File: src/rtl/firebird7_in_gate1_ijtag_pkg.sv
// Shared types for the gate1 IJTAG Capture-Shift-Update sequencer.
package firebird7_in_gate1_ijtag_pkg;

  localparam int DEFAULT_MAX_LEN = 64;

  typedef enum logic [2:0] {
    IDLE    = 3'd0,
    CAPTURE = 3'd1,
    SHIFT   = 3'd2,
    UPDATE  = 3'd3,
    RESP    = 3'd4
  } state_t;

endpackage

File: src/rtl/firebird7_in_gate1_ijtag_shifter.sv
// Parallel-load right-shift register feeding si, plus a bit-indexed capture
// register collecting so samples.
module firebird7_in_gate1_ijtag_shifter #(
  parameter int MAX_LEN = 64,
  parameter int LEN_W   = $clog2(MAX_LEN + 1)
) (
  input  logic               clk_i,
  input  logic               rst_i,
  input  logic               load_i,
  input  logic               clear_i,
  input  logic               shift_i,
  input  logic [MAX_LEN-1:0] data_i,
  input  logic               so_i,
  input  logic [LEN_W-1:0]   idx_i,
  output logic               si_o,
  output logic [MAX_LEN-1:0] cap_o
);

  logic [MAX_LEN-1:0] sr_q, sr_d;
  logic [MAX_LEN-1:0] cap_q, cap_d;

  always_comb begin
    sr_d = sr_q;
    if (load_i) begin
      sr_d = data_i;
    end else if (clear_i) begin
      sr_d = '0;
    end else if (shift_i) begin
      sr_d = sr_q >> 1;
    end
  end

  // Each capture bit only listens when the shift index points at it, so bits
  // beyond the scan length stay at the zero they were cleared to on load.
  for (genvar gi = 0; gi < MAX_LEN; gi++) begin : g_cap
    assign cap_d[gi] = (load_i || clear_i)                    ? 1'b0 :
                       (shift_i && (idx_i == LEN_W'(gi)))      ? so_i :
                                                                 cap_q[gi];
  end

  always_ff @(posedge clk_i or posedge rst_i) begin
    if (rst_i) begin
      sr_q  <= '0;
      cap_q <= '0;
    end else begin
      sr_q  <= sr_d;
      cap_q <= cap_d;
    end
  end

  assign si_o  = sr_q[0];
  assign cap_o = cap_q;

endmodule

File: src/rtl/firebird7_in_gate1_ijtag_csu_sequencer.sv
// Host-side IJTAG controller: one command runs one Capture-Shift-Update
// sequence on the driven segment and returns the scanned-out bits.
module firebird7_in_gate1_ijtag_csu_sequencer
  import firebird7_in_gate1_ijtag_pkg::*;
#(
  parameter int MAX_LEN = DEFAULT_MAX_LEN,
  parameter int LEN_W   = $clog2(MAX_LEN + 1)
) (
  input  logic               ijtag_tck,
  input  logic               ijtag_reset,
  input  logic               cmd_valid,
  output logic               cmd_ready,
  input  logic [LEN_W-1:0]   cmd_len,
  input  logic [MAX_LEN-1:0] cmd_data,
  output logic               rsp_valid,
  input  logic               rsp_ready,
  output logic [MAX_LEN-1:0] rsp_data,
  output logic               rsp_err,
  output logic               busy,
  output logic               ijtag_sel,
  output logic               ijtag_ce,
  output logic               ijtag_se,
  output logic               ijtag_ue,
  output logic               ijtag_si,
  input  logic               ijtag_so
);

  state_t             state_q, state_d;
  logic [LEN_W-1:0]   len_q, len_d;
  logic [LEN_W-1:0]   cnt_q, cnt_d;
  logic               err_q, err_d;
  logic               sh_load, sh_clear, sh_shift;
  logic               sh_si;
  logic [MAX_LEN-1:0] sh_cap;
  logic               len_bad;

  assign len_bad = cmd_len > LEN_W'(MAX_LEN);

  firebird7_in_gate1_ijtag_shifter #(
    .MAX_LEN(MAX_LEN),
    .LEN_W  (LEN_W)
  ) u_shifter (
    .clk_i  (ijtag_tck),
    .rst_i  (ijtag_reset),
    .load_i (sh_load),
    .clear_i(sh_clear),
    .shift_i(sh_shift),
    .data_i (cmd_data),
    .so_i   (ijtag_so),
    .idx_i  (cnt_q),
    .si_o   (sh_si),
    .cap_o  (sh_cap)
  );

  always_ff @(posedge ijtag_tck or posedge ijtag_reset) begin
    if (ijtag_reset) begin
      state_q <= IDLE;
      len_q   <= '0;
      cnt_q   <= '0;
      err_q   <= 1'b0;
    end else begin
      state_q <= state_d;
      len_q   <= len_d;
      cnt_q   <= cnt_d;
      err_q   <= err_d;
    end
  end

  always_comb begin
    state_d  = state_q;
    len_d    = len_q;
    cnt_d    = cnt_q;
    err_d    = err_q;
    sh_load  = 1'b0;
    sh_clear = 1'b0;
    sh_shift = 1'b0;
    unique case (state_q)
      IDLE: begin
        if (cmd_valid) begin
          if (len_bad) begin
            err_d    = 1'b1;
            sh_clear = 1'b1;
            state_d  = RESP;
          end else begin
            err_d   = 1'b0;
            len_d   = cmd_len;
            cnt_d   = '0;
            sh_load = 1'b1;
            state_d = CAPTURE;
          end
        end
      end
      CAPTURE: state_d = (len_q == '0) ? UPDATE : SHIFT;
      SHIFT: begin
        // len_q is at least 1 here; cnt tops out at MAX_LEN which LEN_W holds
        sh_shift = 1'b1;
        cnt_d    = cnt_q + LEN_W'(1);
        if (cnt_q == len_q - LEN_W'(1)) begin
          state_d = UPDATE;
        end
      end
      UPDATE: state_d = RESP;
      RESP: begin
        if (rsp_ready) begin
          state_d = IDLE;
        end
      end
      default: state_d = IDLE;
    endcase
  end

  always_comb begin
    cmd_ready = 1'b0;
    busy      = 1'b1;
    ijtag_sel = 1'b0;
    ijtag_ce  = 1'b0;
    ijtag_se  = 1'b0;
    ijtag_ue  = 1'b0;
    ijtag_si  = 1'b0;
    rsp_valid = 1'b0;
    rsp_err   = 1'b0;
    rsp_data  = '0;
    unique case (state_q)
      IDLE: begin
        cmd_ready = 1'b1;
        busy      = 1'b0;
      end
      CAPTURE: begin
        ijtag_sel = 1'b1;
        ijtag_ce  = 1'b1;
      end
      SHIFT: begin
        ijtag_sel = 1'b1;
        ijtag_se  = 1'b1;
        ijtag_si  = sh_si;
      end
      UPDATE: begin
        ijtag_sel = 1'b1;
        ijtag_ue  = 1'b1;
      end
      RESP: begin
        rsp_valid = 1'b1;
        rsp_err   = err_q;
        rsp_data  = sh_cap;
      end
      default: busy = 1'b1;
    endcase
  end

endmodule

File: config.mk
export PLATFORM = sky130hd
export DESIGN_NAME = firebird7_in_gate1_ijtag_csu_sequencer
export DESIGN_NICKNAME = d
export VERILOG_FILES = /design/src/rtl/firebird7_in_gate1_ijtag_pkg.sv /design/src/rtl/firebird7_in_gate1_ijtag_shifter.sv /design/src/rtl/firebird7_in_gate1_ijtag_csu_sequencer.sv
export SDC_FILE = /design/constraint.sdc
export NUM_CORES = 1
export LEC_CHECK = 0
export CORE_MARGIN = 2
export CORE_UTILIZATION = 40
export DETAILED_ROUTE_END_ITERATION = 10
export GPL_ROUTABILITY_DRIVEN = 0
export PLACE_DENSITY = 0.67
export SYNTH_ARGS = -nofsm -noshare
export SYNTH_HDL_FRONTEND = slang
export SYNTH_SLANG_ARGS = --single-unit
File: constraint.sdc
create_clock -name ijtag_tck -period 4.65 [get_ports ijtag_tck]
set_clock_uncertainty 0.15 [all_clocks]
set_input_delay 0.6975 -clock ijtag_tck [delete_from_list [all_inputs] [get_ports ijtag_tck]]
set_output_delay 0.6975 -clock ijtag_tck [all_outputs]
set_load 0.05 [all_outputs]
### Yosys cells after proc, flatten, opt, wreduce, memory -nomap -nowiden

Cells that the tools add are included.

| storage, ports and cells | value |
|---|---|
| memory bits (writable) | 0 |
| register bits | 146 |
| bits in read-only memories | 0 |
| logic and storage cells | 440 |
| input bits | 76 |
| latch bits | 0 |
| output and inout bits | 73 |
| memories | 0 |

| cells by class | value |
|---|---|
| bitwise logic cells | 1 |
| $mul | 0 |
| shifts and indexed selects | 0 |
| divide/modulo/power cells | 0 |
| eq/ne operators | 72 |
| add/sub/neg operators | 2 |
| order comparisons | 1 |
| mux-type cells | 156 |
| reductions and logical operators | 139 |

Operators by type and width:

| kind | number |
|---|---|
| 64-bit 2-to-1 mux | 4 |
| 7-bit by 6-bit == test with 1-bit output, second input constant | 32 |
| 1-bit 2-to-1 mux | 144 |
| 2-bit nonzero test | 65 |
| 7-bit by 5-bit == test with 1-bit output, second input constant | 16 |
| 1-bit logical AND | 64 |
| 7-bit by 4-bit == test with 1-bit output, second input constant | 8 |
| 7-bit by 3-bit == test with 1-bit output, second input constant | 4 |
| 3-bit one-hot mux with 5 select lines | 1 |
| 7-bit by 2-bit == test with 1-bit output, second input constant | 2 |
| 7-bit logical NOT | 2 |
| 7-bit 2-to-1 mux | 2 |
| 7-bit one-hot mux with 2 select lines | 1 |
| 3-bit 2-to-1 mux | 4 |
| 3-bit AND reduction | 3 |
| 2-bit != test, second input constant | 4 |
| 7-bit by 1-bit adder with 7-bit output, second input constant | 1 |
| 7-bit by 1-bit == test with 1-bit output, second input constant | 1 |
| 7-bit == test | 1 |
| 7-bit > comparator, second input constant | 1 |
| 7-bit by 1-bit subtractor with 7-bit output, second input constant | 1 |
| 3-bit by 2-bit == test with 1-bit output, second input constant | 2 |
| 3-bit by 1-bit == test with 1-bit output, second input constant | 1 |
| 3-bit == test, second input constant | 1 |
| 6 further kinds | 6 |

### Logic depth before layout (Yosys ltp)

Gate-level depths: netlist (run 1).

| logic depth | value |
|---|---|
| depth after elaboration | 6 |
| gate-level depth with buffers | 9 |
| mapped depth without buffers | 6 |

### Cells and area by module

Synthesis (run 1) repeated with hierarchy kept, for this count alone.

| unflattened totals | value |
|---|---|
| cell total of the unflattened synthesis | 781 |
| area, all modules | 7641.1 um^2 |

By module, submodules not included:

| module | seq. area each (um^2) | times used | cells an instance | area each (um^2) |
|---|---|---|---|---|
| firebird7_in_gate1_ijtag_shifter | 3203.1 | 1 | 594 | 6133.4 |
| firebird7_in_gate1_ijtag_csu_sequencer | 450.4 | 1 | 187 | 1507.7 |

### Worst setup path after synthesis (run 1)

OpenSTA, ideal clock, no wires.

| timing path | value |
|---|---|
| kind | reg2out |
| start | reg state_q[2] |
| end | out ijtag_ce |
| cell stages (with the launch flop) | 3 |
| required time | 3.803 ns |
| data arrival time | 1.742 ns |
| path slack | 2.061 ns |
| buffers on the path | 1 |
| path through | dfrtp_1 buf_2 nor3b_1 |

| on the way | value |
|---|---|
| longest elaborated chain between the ends | 2 |

RTL lines:

| what | line | RTL |
|---|---|---|
| start, declared | firebird7_in_gate1_ijtag_csu_sequencer.sv:28 | `state_t state_q, state_d;` |
| start signal, assigned | firebird7_in_gate1_ijtag_csu_sequencer.sv:62 | `state_q <= state_d;` |
| 3-bit by 1-bit == test with 1-bit output | firebird7_in_gate1_ijtag_csu_sequencer.sv:123 | `unique case (state_q)` |
| 1-bit 2-to-1 mux | firebird7_in_gate1_ijtag_csu_sequencer.sv:123 |  |
| end, declared | firebird7_in_gate1_ijtag_csu_sequencer.sv:21 | `output logic ijtag_ce,` |

Every way passes these cells.

### Final worst setup path (run 1)

| timing path | value |
|---|---|
| start | reg state_q[1] |
| end | out rsp_valid |

| on the way | value |
|---|---|
| longest elaborated chain between the ends | 2 |

RTL lines:

| what | line | RTL |
|---|---|---|
| 3-bit == test | firebird7_in_gate1_ijtag_csu_sequencer.sv:123 |  |
| 1-bit 2-to-1 mux | firebird7_in_gate1_ijtag_csu_sequencer.sv:123 |  |
| end, declared | firebird7_in_gate1_ijtag_csu_sequencer.sv:15 | `output logic rsp_valid,` |

Every way passes these cells.

==> results of run 1 <==
==> worst min-delay path: stages, from the launching register on <==
cell,delay [ns]
sky130_fd_sc_hd__dfrtp_1,0.35
sky130_fd_sc_hd__nor2_1,0.05
sky130_fd_sc_hd__nor2_1,0.07
==> area by class of cell <==
class	count	area [sq um]	area share [%]
Clock inverter	9	129	1.33
Timing Repair Buffer	157	1570	16.2
Multi-Input combinational cell	647	3510	36.2
Tap cell	234	293	3.02
Sequential cell	146	3650	37.7
Clock buffer	22	484	5.00
Inverter	12	48.8	0.504
==> layout by cell type (no fill, tap or decap), types with 4 or more instances in the layout <==
master	instances
sky130_fd_sc_hd__a21oi_1	66
sky130_fd_sc_hd__a31oi_1	63
sky130_fd_sc_hd__and2_1	17
sky130_fd_sc_hd__and3_1	69
sky130_fd_sc_hd__buf_4	7
sky130_fd_sc_hd__clkbuf_16	17
sky130_fd_sc_hd__clkbuf_8	4
sky130_fd_sc_hd__clkdlybuf4s50_1	147
sky130_fd_sc_hd__dfrtp_1	145
sky130_fd_sc_hd__ha_1	5
sky130_fd_sc_hd__inv_1	9
sky130_fd_sc_hd__nand2_1	83
sky130_fd_sc_hd__nand3_1	137
sky130_fd_sc_hd__nor2_1	76
sky130_fd_sc_hd__nor3b_1	4
sky130_fd_sc_hd__o21ai_0	67
sky130_fd_sc_hd__xnor2_1	6
sky130_fd_sc_hd__xor2_1	6
==> state kept, by name (all words and copies together) (netlist names) <==
register         count
state_q              3
cnt_q                7
u_shifter.cap_o     64
len_q                7
u_shifter.sr_q      64
err_q                1
==> worst paths after layout <==
kind / to / slack, ns / cells after the start
max: rsp_valid / 0.85 / 4
min: err_q$_DFFE_PP0P_ / 0.36 / 2
max reg2reg: u_shifter.sr_q[39]$_DFFE_PP0P_ / 1.71 / 7
min reg2reg: err_q$_DFFE_PP0P_ / 0.36 / 2
max in group asynchronous: u_shifter.sr_q[46]$_DFFE_PP0P_ / 3.03 / 3
min in group asynchronous: u_shifter.cap_o[58]$_DFFE_PP0P_ / 0.62 / 3
==> metrics by stage <==
stage / instances / cell area, sq um / setup WS, ns / total power (uW)
after floorplan: 893 / 7610 / 1.97 / 3420
after global placement: 1196 / 9070 / 1.27 / 3830
after detailed placement: 1196 / 9070 / 1.22 / 3890
after CTS: 1227 / 9690 / 0.772 / 5320
after global routing: 1227 / 9690 / 0.560 / 5650
final: 1227 / 9690 / 0.847 / 5290
==> power breakdown <==
part / internal (uW) / total (uW) / switching, uW
clock network: 896 / 1430 / 533
registers: 1640 / 1890 / 255
logic: 673 / 1980 / 1300
==> metal layers <==
layer  share of wire [%]  global-route usage [%]  vias to the layer above
met5                   0                       0                        -
met4                 2.0                    6.79                        0
met3                 5.1                    4.12                       28
met2                  46                    31.0                      202
met1                  47                    29.6                     3277
li1                    -                       -                     3339
==> cells by family after synthesis <==
kind of cell | after synthesis
mux | 5
flops | 146
compound gates | 213
buf+inv | 100
simple gates | 412
xor+xnor | 12
fa+ha+maj | 5
==> out/qor.tcl, run 1 <==
set qor(number_of_inserted_filler_cells_in_the_final_layout) 1757
set qor(route.detailed.drc) 0
set qor(outcome) {completed}
set qor(post_synthesis_compound_gate_area_fraction_pct) 16.1
set qor(min_period_over_period_pct) 81.8
set qor(post_synth_most_frequent_cells) {sky130_fd_sc_hd__dfrtp_1 (146), sky130_fd_sc_hd__nand3_1 (137), sky130_fd_sc_hd__nand2_1 (84), sky130_fd_sc_hd__nor2_1 (77), sky130_fd_sc_hd__and3_1 (69)}
set qor(timing.max_slew.rel_slack_pct) 24.4
set qor(yosysWarningCount) 0
set qor(drtPass1Iterations) 6
set qor(htree_levels) 4
set qor(grt_usage_pct) 20.5
set qor(synthesis.instances) 893
set qor(timing_worst_slew_pin_value_ns) 1.13
set qor(synth_edf_count) 0
set qor(io_pins) 149
set qor(cp.buffers_inverters) 2
set qor(timing.hold.ws_ns) 0.356
set qor(cts-root-to-sink-buffers) 2
set qor(first_global_vias) 6267
set qor(yosys.area.top_type_share_pct) 48.1
set qor(leakage_uw) 0.00414
set qor(clk_pin_slew_worst_paths_ns) 0.06
set qor(area_enclosed_by_the_die_boundary_sq_um) 20100
set qor(syn2layout_area_growth_pct) 27.4
set qor(clockRootBuffer) {sky130_fd_sc_hd__clkbuf_16}
set qor(yosys.area.top_type) {sky130_fd_sc_hd__dfrtp_1}
set qor(synthTopCellsByArea) {sky130_fd_sc_hd__dfrtp_1 (48%), sky130_fd_sc_hd__nand3_1 (9.0%), sky130_fd_sc_hd__and3_1 (5.7%)}
set qor(grt_antenna_before_repair) 0
set qor(buffer_ports.inserted) 148
set qor(origin_of_the_worst_setup_path) {state_q[1]$_DFFE_PP0P_}
set qor(highest_clock_frequency_the_design_can_meet_mhz) 263
set qor(yosys.area_share.simple_pct) 26.9
set qor(critical_path.top_delay_family) {simple AND/OR/NAND/NOR gates}
set qor(initial_core_utilization_pct) 40.6
set qor(grt_max_degree) 93
set qor(min_delay_src) {err_q$_DFFE_PP0P_}
set qor(synth_cell_type_count) 54
set qor(irDropWorstVdd_mv) 0.343
set qor(synth_top_family_by_area) {simple AND/OR/NAND/NOR gates}
set qor(cts-hold-fix-buffers) 0
set qor(wl_per_cell_um) 16.8
set qor(floorplan.core_area_sq_um) 18700
set qor(antenna-diode-count) 0
set qor(synth_adder_area_share_pct) 0.823
set qor(largest_incremental_delay_on_the_critical_path_ns) 0.89
set qor(crit_path_cell_trace) {nor2_4 > nand2_1 > inv_1 > clkdlybuf4s50_1}
set qor(yosysMostFrequentCell) {sky130_fd_sc_hd__dfrtp_1}
set qor(dp_hpwl_um) 12800
set qor(numCtsBuffers) 17
set qor(synth_nets) 974
set qor(cp.arrival_ns) 2.96
set qor(postRouteWirelength_um) 20700
set qor(tritoncts) {yes}
set qor(ant_nets) 0
set qor(synth_area_in_xor_xnor_pct) 1.38
set qor(report.final.setup_viol) 0
set qor(final_nets) 1062
set qor(drt_iter0_markers) 781
set qor(slew_viol_final) 0
set qor(worst_ep_required_time_ns) 3.80
set qor(critPathSlowestCell) {sky130_fd_sc_hd__nor2_4}
set qor(pwr_density_cell_nw_per_um2) 547
set qor(critical_path_class) {reg2out}
set qor(worst_setup_path_start_kind) {flop}
set qor(fin_crit_ns) 3.80
set qor(route.detailed.vias_per_inst) 5.58
set qor(layout-drive-gt1-share_pct) 5.94
set qor(core_utilization_of_the_finished_layout_pct) 51.8
set qor(rsz0062_at_grt) {false}
set qor(clkSinkCount) 146
set qor(worst_setup_end_kind) {primary output}
set qor(route.vias.total) 6846
set qor(syn_area_sq_um) 7600
set qor(timing.hold.worst.class) {reg2reg}
set qor(fin_setup_tns_ns) 0
set qor(number_of_gates_resized_after_cts) 0
set qor(crit-reg2reg-launch) {state_q[2]$_DFFE_PP0P_}
set qor(hold_viol) 0
set qor(dominantRegCellSynth) {sky130_fd_sc_hd__dfrtp_1}
set qor(synth.yosys.seq_area_share_pct) 48.1
set qor(insertion_delay_ns) 0.41
set qor(num_rows) 50
set qor(dieHeight_um) 142
set qor(gr-total-overflow) 0
set qor(post-cts-setup-buffer-count) 0
set qor(yosys_register_bits) 146
set qor(die_width_um) 142
set qor(synth_area_per_cell_sq_um) 8.51
set qor(cp_max_fo) 68
set qor(asyncSetResetFlopFracSynth_pct) 100
set qor(muxShareOfSynthArea_pct) 0.708
set qor(max-cap-violations) 0
set qor(first_pass_grt_wire_length_um) 33000
(Power assumes the default switching activity.)
==> run 2: changes to the inputs <==
Settings changed: PLACE_DENSITY 0.67 to unset.
Clock period 4.65 ns to 3.7 ns, I/O delays scaled along.
==> run 2 against run 1 <==
Net effect: clock power rose by 20%; die area stayed put; register-to-register slack worse by 0.79 ns; routed wire length increased by 1.5%.
==> out/qor.tcl, run 2 (synthesis gave the netlist of run 1 again) <==
set qor(outcome) {completed}
set qor(core_utilization_of_the_finished_layout_pct) 52.0
set qor(grt_max_degree) 84
set qor(number_of_gates_resized_after_cts) 0
set qor(timing.max_slew.rel_slack_pct) 26.4
set qor(timing.reg2reg.worst_path_depth) 6
set qor(fin_setup_tns_ns) 0
set qor(clockRootBuffer) {sky130_fd_sc_hd__clkbuf_16}
set qor(sequential_fraction_of_design_power_pct) 36.4
set qor(slew_viol_final) 0
set qor(timing.hold.worst.class) {reg2reg}
set qor(gr-total-overflow) 0
set qor(min_delay_src) {err_q$_DFFE_PP0P_}
set qor(dieHeight_um) 142
set qor(clk_pin_slew_worst_paths_ns) 0.06
set qor(cts-root-to-sink-buffers) 2
set qor(layout-drive-gt1-share_pct) 6.70
set qor(tritoncts) {yes}
set qor(buffer_ports.inserted) 148
set qor(layout_commonest_cell) {sky130_fd_sc_hd__clkdlybuf4s50_1}
set qor(wl_per_cell_um) 17.0
set qor(cp_max_fo) 40
set qor(worst_setup_end_kind) {primary output}
set qor(rsz0062_at_grt) {false}
set qor(place.detailed.instances) 1202
set qor(drt_iter0_markers) 479
set qor(first_pass_grt_wire_length_um) 33800
set qor(timing_worst_slew_pin_value_ns) 1.10
set qor(switching_power_total_uw) 2660
set qor(layout.cells.non_filler) 1234
set qor(irDropWorstVdd_mv) 0.605
set qor(cts-hold-fix-buffers) 0
set qor(initial_core_utilization_pct) 40.6
set qor(grt_antenna_before_repair) 0
set qor(htree_levels) 4
set qor(worst_ep_required_time_ns) 2.99
set qor(report.final.setup_viol) 0
set qor(leakage_uw) 0.00415
set qor(num_rows) 50
set qor(min_period_over_period_pct) 88.7
set qor(route.detailed.drc) 0
set qor(rrSetupSlack_ns) 0.92
set qor(route.detailed.vias_per_inst) 5.59
set qor(worst_setup_path_start_kind) {flop}
set qor(comb_power_share_pct) 37.7
set qor(max-cap-violations) 0
set qor(drtPass1Iterations) 5
set qor(worstReg2RegEnd) {u_shifter.cap_o[1]$_DFFE_PP0P_}
set qor(floorplan.core_area_sq_um) 18700
set qor(share_clk_of_total_power_pct) 25.8
set qor(route.vias.total) 6904
set qor(final_nets) 1068
set qor(insertion_delay_ns) 0.42
set qor(dp_hpwl_um) 13500
set qor(hold_viol) 0
set qor(fin_crit_ns) 3.28
set qor(highest_clock_frequency_the_design_can_meet_mhz) 305
set qor(cp.arrival_ns) 2.58
set qor(final_cell_mix) {sky130_fd_sc_hd__clkdlybuf4s50_1 (146), sky130_fd_sc_hd__dfrtp_1 (145), sky130_fd_sc_hd__nand3_1 (137)}
set qor(critical_path_class) {reg2out}
set qor(ant_nets) 0
set qor(pwr_density_cell_nw_per_um2) 681
set qor(post-cts-setup-buffer-count) 0
set qor(terminating_pin_of_the_worst_hold_path) {err_q$_DFFE_PP0P_}
set qor(io_pins) 149
set qor(die_width_um) 142
set qor(sw_frac_of_total_pct) 40.3
set qor(first_global_vias) 6357
set qor(postRouteWirelength_um) 21000
set qor(syn2layout_area_growth_pct) 27.8
set qor(antenna-diode-count) 0
set qor(area_enclosed_by_the_die_boundary_sq_um) 20100
set qor(power_report.internal_total_uw) 3950
set qor(numCtsBuffers) 17
set qor(crit-reg2reg-launch) {state_q[2]$_DFFE_PP0P_}
set qor(clkSinkCount) 146
set qor(grt_usage_pct) 21.1
set qor(min_path_cells) 2
==> run 2: cell count changes in the layout (fill, tap and decap cells not counted), sizes merged <==
cell	before	now
buf	10	17
clkbuf	22	19
clkinv	4	6
clkinvlp	3	5
bufinv	3	2
clkdlybuf4s50	147	146
inv	11	12
==> run 2: worst max-delay path by stage <==
| stage | startpoint | end | slack (ns) | depth (start not counted) |
|---|---|---|---|---|
| 2_1_floorplan | state_q[2]$_DFFE_PP0P_ | state_q[0]$_DFFE_PP0P_ | 1.12 | 5 |
| 3_3_place_gp | state_q[2]$_DFFE_PP0P_ | ijtag_se | 0.85 | 3 |
| 3_5_place_dp | state_q[2]$_DFFE_PP0P_ | ijtag_se | 0.84 | 3 |
| 4_1_cts | state_q[2]$_DFFE_PP0P_ | ijtag_se | 0.36 | 3 |
| 5_1_grt | state_q[2]$_DFFE_PP0P_ | rsp_data[28] | 0.28 | 3 |
| 6_report | state_q[2]$_DFFE_PP0P_ | ijtag_se | 0.42 | 3 |
==> run 2: per-layer routing <==
layer  part of all wire [%]  track usage (%)  up-vias  wire length [um]
li1                       -                -     3358                 -
met1                     48             31.3     3364             10100
met2                     46             31.4      161              9660
met3                    4.1             3.91       21               867
met4                    1.5             6.74        0               314
met5                      0                0        -                 0
==> run 2: stage by stage <==
| stage | power (uW) | hold WS (ns) | instance area [sq um] | setup slack, ns |
|---|---|---|---|---|
| 6_report | 6610 | 0.366 | 9720 | 0.419 |
| 4_1_cts | 6670 | 0.356 | 9720 | 0.364 |
| 2_1_floorplan | 4300 | 0.308 | 7610 | 1.12 |
| 3_5_place_dp | 4940 | 0.341 | 9140 | 0.836 |
| 5_1_grt | 7090 | 0.376 | 9720 | 0.275 |
| 3_3_place_gp | 4890 | 0.360 | 9140 | 0.850 |
==> run 2: critical path: stages (launching register included) <==
cell and delay (ns):
sky130_fd_sc_hd__dfrtp_2 0.63, sky130_fd_sc_hd__or3b_1 0.60, sky130_fd_sc_hd__inv_2 0.11, sky130_fd_sc_hd__clkdlybuf4s50_1 0.81
==> run 2: power groups by stage <==
stage | clock network [uW] | logic, uW | registers [uW]
5_1_grt | 1810 | 2810 | 2470
2_1_floorplan | 0 | 2040 | 2260
3_3_place_gp | 0 | 2470 | 2420
6_report | 1710 | 2500 | 2410
3_5_place_dp | 0 | 2510 | 2430
4_1_cts | 1740 | 2520 | 2400
==> run 2: final cells by class <==
cell class	instances	area (sq um)
Fill cell	1803	8990
Sequential cell	146	3650
Multi-Input combinational cell	647	3510
Timing Repair Buffer	163	1640
Clock buffer	19	443
Tap cell	234	293
Clock inverter	13	136
Inverter	12	48.8
==> run 3: changes to the inputs <==
Settings changed: CTS_CLUSTER_SIZE set to 28, PLACE_DENSITY set to 0.67.
Clock period 3.7 ns to 3 ns, I/O delays scaled along.
==> run 3 against run 2 <==
Net effect: worst setup slack got worse by 0.14 ns; via count is 3.4% higher; final area up 9.2%; power increased by 28%; routed wire length rose by 3.5%; clock power increased by 33%; sequential power up 22%; core utilization rose by 4.8 points; global-route usage rose by 0.79 points; critical path depth stayed put; final cell count up 0.89%; largest cell class unchanged; largest power group unchanged.
==> out/qor.tcl, run 3 (synthesis gave the netlist of run 1 again) <==
set qor(outcome) {completed}
set qor(timing_worst_slew_pin_value_ns) 0.748
set qor(cts-root-to-sink-buffers) 2
set qor(dieHeight_um) 142
set qor(rsz0062_at_grt) {false}
set qor(drtPass1Iterations) 5
set qor(route.detailed.drc) 0
set qor(cp_max_fo) 10
set qor(worst_setup_path_start_kind) {flop}
set qor(first_pass_grt_wire_length_um) 35200
set qor(initial_core_utilization_pct) 40.6
set qor(sequential_fraction_of_design_power_pct) 34.6
set qor(critical_path_class) {reg2out}
set qor(timing.hold.worst.class) {in2async}
set qor(hold_viol) 0
set qor(numCtsBuffers) 17
set qor(max-cap-violations) 0
set qor(dp_hpwl_um) 14300
set qor(number_of_gates_resized_after_cts) 0
set qor(slew_viol_final) 0
set qor(grt_max_degree) 68
set qor(route.vias.total) 7138
set qor(crit-reg2reg-launch) {state_q[0]$_DFFE_PP0P_}
set qor(clkSinkCount) 146
set qor(clk_pin_slew_worst_paths_ns) 0.06
set qor(worst_ep_required_time_ns) 2.40
set qor(layout-drive-gt1-share_pct) 14.7
set qor(first_global_vias) 6650
set qor(sw_frac_of_total_pct) 39.6
set qor(rrSetupSlack_ns) 0.47
set qor(grt_usage_pct) 21.9
set qor(timing.hold.ws_ns) 0.367
set qor(fin_setup_tns_ns) 0
set qor(worst_setup_end_kind) {primary output}
set qor(worstReg2RegEnd) {u_shifter.cap_o[3]$_DFFE_PP0P_}
set qor(clockRootBuffer) {sky130_fd_sc_hd__clkbuf_16}
set qor(wl_per_cell_um) 17.4
set qor(num_rows) 50
set qor(switching_power_total_uw) 3360
set qor(route.detailed.vias_per_inst) 5.73
set qor(floorplan.core_area_sq_um) 18700
set qor(syn2layout_area_growth_pct) 39.5
set qor(cts-hold-fix-buffers) 0
set qor(tritoncts) {yes}
set qor(ant_nets) 0
set qor(irDropWorstVdd_mv) 0.487
set qor(postRouteWirelength_um) 21700
set qor(timing.reg2reg.worst_path_depth) 5
set qor(layout_commonest_cell) {sky130_fd_sc_hd__dfrtp_1}
set qor(die_width_um) 142
set qor(timing.max_slew.rel_slack_pct) 50.0
set qor(min_period_over_period_pct) 90.8
set qor(io_pins) 149
set qor(insertion_delay_ns) 0.42
set qor(final_cell_mix) {sky130_fd_sc_hd__dfrtp_1 (145), sky130_fd_sc_hd__nand3_1 (137), sky130_fd_sc_hd__nand2_1 (83)}
set qor(power_report.internal_total_uw) 5120
set qor(pwr_density_cell_nw_per_um2) 800
set qor(final_nets) 1079
set qor(antenna-diode-count) 0
set qor(leakage_uw) 0.00458
set qor(gr-total-overflow) 0
set qor(comb_power_share_pct) 38.6
set qor(area_enclosed_by_the_die_boundary_sq_um) 20100
set qor(htree_levels) 4
set qor(core_utilization_of_the_finished_layout_pct) 56.7
set qor(buffer_ports.inserted) 148
set qor(drt_iter0_markers) 727
set qor(share_clk_of_total_power_pct) 26.8
set qor(fin_crit_ns) 2.72
set qor(highest_clock_frequency_the_design_can_meet_mhz) 367
set qor(report.final.setup_viol) 0
set qor(origin_of_the_worst_setup_path) {state_q[0]$_DFFE_PP0P_}
set qor(post-cts-setup-buffer-count) 0
set qor(cp.arrival_ns) 2.12
set qor(grt_antenna_before_repair) 0
run 3: cell count changes in the layout (fill, tap and decap cells not counted), sizes merged:
| cell | previous run | this run |
|---|---|---|
| clkbuf | 19 | 17 |
| clkinv | 6 | 7 |
| bufinv | 2 | 4 |
| buf | 17 | 98 |
| clkdlybuf4s50 | 146 | 76 |
| inv | 12 | 11 |
run 3: per-layer routing:
metal  global-route usage, %  part of all wire (%)  vias to the layer above
met2                    34.7                    49                      231
li1                        -                     -                     3372
met4                    7.26                   1.3                        0
met1                    31.0                    45                     3517
met3                    3.27                   5.4                       18
met5                       0                     0                        -
run 3: layout make-up:
class	count	area, sq um
well taps	234	293
repair buffers	174	2470
multi-input cells	647	3510
clock buffers	17	425
fillers	1665	8100
clock inverters	15	211
inverters	12	48.8
flip-flops and latches	146	3650
run 3: critical path: stages, from the launching register on:
cell and delay [ns]:
sky130_fd_sc_hd__dfrtp_1 0.56, sky130_fd_sc_hd__nor2_4 0.04, sky130_fd_sc_hd__nor2_1 0.23, sky130_fd_sc_hd__clkdlybuf4s50_1 0.86
run 3: through the flow:
stage          std cells  instance area [sq um]  setup WS (ns)  power (uW)
6_report            1245                  10600          0.276        8480
4_1_cts             1245                  10600          0.248        8510
5_1_grt             1245                  10600          0.187        9060
2_1_floorplan        893                   7610          0.418        5300
3_5_place_dp        1213                   9970          0.335        6230
3_3_place_gp        1213                   9970          0.384        6140
run 3: how the worst max path moves through the flow:
stage / end / slack (ns) / cells after the start
floorplan: state_q[0]$_DFFE_PP0P_ / 0.42 / 5
finish: ijtag_sel / 0.28 / 3
CTS: ijtag_sel / 0.25 / 3
global placement: len_q[3]$_DFFE_PP0P_ / 0.38 / 5
global route: ijtag_sel / 0.19 / 3
detailed placement: len_q[3]$_DFFE_PP0P_ / 0.34 / 5
run 3: power groups by stage:
stage,Clock (uW),Sequential [uW],Combinational (uW)
after detailed placement,0,2960,3270
after floorplan,0,2790,2510
after global routing,2390,3010,3660
final,2270,2940,3270
after CTS,2300,2930,3290
after global placement,0,2940,3200
